$ cat config.mk
export PLATFORM = sky130hd
export DESIGN_NAME = tv80_alu16_seq
export DESIGN_NICKNAME = d
export VERILOG_FILES = /design/src/rtl/tv80_alu16_seq.sv
export SDC_FILE = /design/constraint.sdc
export NUM_CORES = 1
export LEC_CHECK = 0
export BUFFER_PORTS_ARGS = -buffer_cell sky130_fd_sc_hd__clkbuf_2
export CELL_PAD_IN_SITES_DETAIL_PLACEMENT = 0
export CELL_PAD_IN_SITES_GLOBAL_PLACEMENT = 1
export CORE_UTILIZATION = 26
export CTS_CLUSTER_DIAMETER = 120
export DETAILED_ROUTE_END_ITERATION = 8
export PLACE_DENSITY = 0.68
export SLEW_MARGIN = 20
export SYNTH_ARGS = -nofsm -noshare
export SYNTH_HDL_FRONTEND = slang
export SYNTH_SLANG_ARGS = --single-unit
$ cat constraint.sdc
create_clock -name clk -period 1.8 [get_ports clk]
set_clock_uncertainty 0.2 [all_clocks]
set_input_delay 0.36 -clock clk [delete_from_list [all_inputs] [get_ports clk]]
set_output_delay 0.36 -clock clk [all_outputs]
set_load 0.005 [all_outputs]
$ cat src/rtl/tv80_alu16_seq.sv
// rtl/tv80_alu16_seq.sv - two-pass 16-bit add/adc/sbc sequencer driving an 8-bit TV80 ALU (optional TV80_ALU16_BACK2BACK_EN)
module tv80_alu16_seq #(
  parameter logic [3:0] ALU_ADD = 4'b0000,
  parameter logic [3:0] ALU_ADC = 4'b0001,
  parameter logic [3:0] ALU_SBC = 4'b0011
) (
  input  logic        clk,
  input  logic        reset_n,
  input  logic        start,
  input  logic [1:0]  op,
  input  logic [15:0] opa,
  input  logic [15:0] opb,
  input  logic [7:0]  f_in,
  output logic        busy,
  output logic        done,
  output logic [15:0] result,
  output logic [7:0]  f_out,
  output logic [3:0]  alu_op,
  output logic [7:0]  alu_busa,
  output logic [7:0]  alu_busb,
  output logic [7:0]  alu_f_in,
  output logic        alu_arith16,
  output logic        alu_z16,
  input  logic [7:0]  alu_q,
  input  logic [7:0]  alu_f_out
);

  typedef enum logic [1:0] {S_IDLE, S_LO, S_HI, S_DONE} state_t;

  localparam logic [1:0] OP_ADD16  = 2'b00;
  localparam logic [1:0] OP_ADC16  = 2'b01;
  localparam logic [1:0] OP_SBC16  = 2'b10;
  localparam logic [1:0] OP_ADDSPE = 2'b11;

  // Z (bit 6) and N (bit 1) are forced low for ADD SP,e8
  localparam logic [7:0] ADDSPE_FMASK = 8'hBD;

  state_t      state, state_nxt;
  logic [1:0]  op_r;
  logic [15:0] opa_r;
  logic [15:0] opb_r;
  logic [7:0]  fin_r;
  logic [7:0]  flo;
  logic        accept;

`ifdef TV80_ALU16_BACK2BACK_EN
  assign accept = start && ((state == S_IDLE) || (state == S_DONE));
`else
  assign accept = start && (state == S_IDLE);
`endif

  assign busy = (state != S_IDLE);
  assign done = (state == S_DONE);

  // State register; reset aborts any operation in flight
  always_ff @(posedge clk or negedge reset_n) begin
    if (!reset_n) begin
      state <= S_IDLE;
    end else begin
      state <= state_nxt;
    end
  end

  // Next state and byte/flag routing towards the 8-bit ALU
  always_comb begin
    state_nxt   = state;
    alu_op      = 4'b0000;
    alu_busa    = 8'h00;
    alu_busb    = 8'h00;
    alu_f_in    = 8'h00;
    alu_arith16 = 1'b0;
    alu_z16     = 1'b0;
    case (state)
      S_IDLE: begin
        if (accept) state_nxt = S_LO;
      end
      S_LO: begin
        alu_busa    = opa_r[7:0];
        alu_busb    = opb_r[7:0];
        alu_f_in    = fin_r;
        alu_arith16 = (op_r == OP_ADD16);
        case (op_r)
          OP_ADC16: alu_op = ALU_ADC;
          OP_SBC16: alu_op = ALU_SBC;
          default:  alu_op = ALU_ADD;
        endcase
        state_nxt = S_HI;
      end
      S_HI: begin
        alu_busa    = opa_r[15:8];
        alu_busb    = (op_r == OP_ADDSPE) ? {8{opb_r[7]}} : opb_r[15:8];
        alu_op      = (op_r == OP_SBC16) ? ALU_SBC : ALU_ADC;
        alu_f_in    = flo;
        alu_arith16 = (op_r == OP_ADD16);
        // Z from the high pass must reflect both bytes for ADC/SBC
        alu_z16     = (op_r == OP_ADC16) || (op_r == OP_SBC16);
        state_nxt   = S_DONE;
      end
      S_DONE: begin
        state_nxt = accept ? S_LO : S_IDLE;
      end
      default: state_nxt = S_IDLE;
    endcase
  end

  // Operand latches, low-pass flag capture and result/flag registers
  always_ff @(posedge clk or negedge reset_n) begin
    if (!reset_n) begin
      op_r   <= 2'b00;
      opa_r  <= 16'h0000;
      opb_r  <= 16'h0000;
      fin_r  <= 8'h00;
      flo    <= 8'h00;
      result <= 16'h0000;
      f_out  <= 8'h00;
    end else begin
      if (accept) begin
        op_r  <= op;
        opa_r <= opa;
        opb_r <= opb;
        fin_r <= f_in;
      end
      if (state == S_LO) begin
        result[7:0] <= alu_q;
        flo         <= alu_f_out;
      end
      if (state == S_HI) begin
        result[15:8] <= alu_q;
        // ADD SP,e8 reports H and C from the low byte only
        f_out <= (op_r == OP_ADDSPE) ? (flo & ADDSPE_FMASK) : alu_f_out;
      end
    end
  end

endmodule

==> flow_metrics.env <==
export IMPL_status="complete, but fails checks"
export IMPL_violations="setup timing"
export IMPL_synth_cell_types=23
export IMPL_wire_per_inst_um=15.6
export IMPL_r2r_start="state[1]$_DFFE_PN0P_"
export IMPL_synth_top_area_share_pct=51.7
export IMPL_synth_area_mux_share_pct=28.7
export IMPL_die_w_um=121
export IMPL_required_ps=1240
export IMPL_vias=2548
export IMPL_hold_viol=0
export IMPL_cts_tree="yes"
export IMPL_maxCapViolations=0
export IMPL_rsz0062_at_grt="true"
export IMPL_drcViolationCount=0
export IMPL_grt_pass1_wl_um=14100
export IMPL_preCtsSetupSlack_ps=-190
export IMPL_timing_fmax_mhz=460
export IMPL_gp_congestion=0.717
export IMPL_r2r_cells=6
export IMPL_cp_start_kind="register"
export IMPL_nNetsFinal=473
export IMPL_hold_start="opb[14]"
export IMPL_setup_viol=29
export IMPL_start_util_pct=26.6
export IMPL_numPortBuffers=114
export IMPL_crit_fanout=5
export IMPL_grt_max_degree=37
export IMPL_synthAdderAreaFrac_pct=3.40
export IMPL_n_antenna_cell=0
export IMPL_grt_overflow=0
export IMPL_core_area_sq_um=13800
export IMPL_cts_root_buf="clkbuf_16"
export IMPL_crit_reg2reg_capture="result[12]$_DFFE_PN0N_"
export IMPL_synth_warnings=0
export IMPL_avgSynthCellArea_sq_um=14.1
export IMPL_row_count=43
export IMPL_utilization_pct=37.7
export IMPL_die_h_um=121
export IMPL_antenna_found_initial=0
export IMPL_ir_worst_vdd_v=0.000797
export IMPL_ys_seq_area_share_pct=51.7
export IMPL_dp_hpwl_um=6660
export IMPL_yosys_area_share_simple_pct=4.72
export IMPL_cts_buffers=9
export IMPL_hold_ws_ps=45.9
export IMPL_fin_ws_ps=-375
export IMPL_power_density_nw_per_um2=1970
export IMPL_arrival_ps=1620
export IMPL_drt_wl_total_um=9170
export IMPL_syn_to_final_growth_pct=41.5
export IMPL_syn_inst=261
export IMPL_synth_seq_cells=76
export IMPL_synth_top_family_by_area="multiplexers"
export IMPL_grt_usage_pct=13.2
export IMPL_cp_end_kind="output pin"
export IMPL_synth_compound_area_share_pct=6.87
export IMPL_synthTopCellsByArea="dfrtp_1, mux2_4, mux2_2"
export IMPL_netlist_area_sq_um=3680
export IMPL_synth_xor_area_share_pct=0
export IMPL_vias_per_cell=4.34
export IMPL_yosysTopAreaCell="dfrtp_1"
export IMPL_slew_viol_final=0
export IMPL_drt_iter0_drc=38
export IMPL_detail_route_antenna_nets=0
export IMPL_hp_class="input pin to register"
export IMPL_r2r_slack_ps=70
export IMPL_path_class="register to output pin"
export IMPL_p_leak_uw=0.00252
export IMPL_num_io_pins=117
export IMPL_cts_clk_slew_worst_paths_ps=60
export IMPL_die_area_sq_um=14600
export IMPL_cts_buffer_depth=2
export IMPL_grt_pass1_vias=2676
export IMPL_htree_levels=3
export IMPL_drtPass1Iterations=4
export IMPL_clock_latency_ps=340
export IMPL_tns_ps=-9410
export IMPL_period_share_pct=121
export IMPL_holdPathEnd="opb_r[14]$_DFFE_PN0P_"
export IMPL_min_period_ps=2180
export IMPL_numClockSinks=76
export IMPL_min_path_cells=2
export IMPL_drive_above_1_share_pct=66.8
==> layout make-up <==
class                   count  area, sq um
clock buffers              11          243
clock inverters             5         27.5
flip-flops and latches     76         1900
inverters                   6         22.5
multi-input cells         159         1850
well taps                 180          225
repair buffers            150          942
fillers                  1357         8620
==> logic make-up after synthesis <==
family          Yosys count
mux                      82
fa+ha+maj                10
simple gates             31
flops                    76
buf+inv                  27
other cells               1
compound gates           34
==> how the worst max path moves through the flow <==
stage               slack (ps)  cells after the start           to            startpoint
floorplan                   10                      5  alu_busb[2]  state[1]$_DFFE_PN0P_
global placement          -150                      6  alu_busb[7]  state[1]$_DFFE_PN0P_
detailed placement        -190                      6  alu_busb[3]  state[1]$_DFFE_PN0P_
CTS                       -420                      6  alu_busb[6]  state[0]$_DFFE_PN0P_
global route              -450                      6  alu_busb[2]  state[0]$_DFFE_PN0P_
finish                    -380                      6  alu_busb[7]  state[0]$_DFFE_PN0P_
==> timing repair <==
action,CTS,global route
endpoints found under the hold margin,21,0
hold buffers,1,0
pin swaps,4,5
gates resized for setup,36,26
cloned,1,0
setup endpoints to repair,45,34
buffers inserted,1,3
==> synthesized netlist by cell type, drive strengths merged <==
master and instances:
o2bb2ai 8, mux2 67, o211a 1, inv 6, nor2b 19, and2 3, clkbuf 3, nand2 2
nor2 7, buf 18, dfrtp 76, a21oi 7, mux2i 15, a22o 2, a22oi 16, ha 10
conb 1
==> placed cells by master, fill, tap and decap left out, drive strengths merged <==
cell	netlist	final
clkinvlp	0	1
nor2	7	7
and2	3	3
a22o	2	2
mux2i	15	15
a21oi	7	7
inv	6	6
ha	10	10
dlygate4sd3	0	1
nand2	2	2
clkinv	0	4
conb	1	2
buf	18	39
a22oi	16	16
o2bb2ai	8	8
clkbuf	3	121
mux2	67	67
nor2b	19	19
o211a	1	1
dfrtp	76	76
==> power by group <==
| part | leakage [uW] | internal (uW) | switching, uW |
|---|---|---|---|
| combinational | 0.00149 | 3170 | 2190 |
| clock | 0.000135 | 961 | 705 |
| sequential | 0.000891 | 2600 | 612 |
==> through the flow <==
step	total power, uW	cell area, sq um	instances
CTS	10000	5070	584
detailed placement	7830	4620	565
floorplan	6010	3700	262
finish	10200	5210	587
global route	11000	5210	587
global placement	7710	4620	565
==> flip-flops by register name (all words and copies together), names as in the netlist <==
name / flops
state: 2
opa_r: 16
f_out: 8
opb_r: 16
fin_r: 8
flo: 8
result: 16
op_r: 2
==> routing by layer <==
| metal | track usage [%] | share of wire [%] |
|---|---|---|
| met1 | 16.1 | 44 |
| met2 | 21.6 | 49 |
| met4 | 5.09 | 1.4 |
| met5 | 0 | 0 |
| met3 | 4.09 | 5.4 |
==> critical path: stages, from the launching register on <==
cell and delay (ps):
dfrtp_1 370, inv_2 80, ha_4 290, and2_4 150
buf_6 120, o2bb2ai_2 110, clkbuf_2 130
Note: power is estimated with default switching activity, not from simulation.
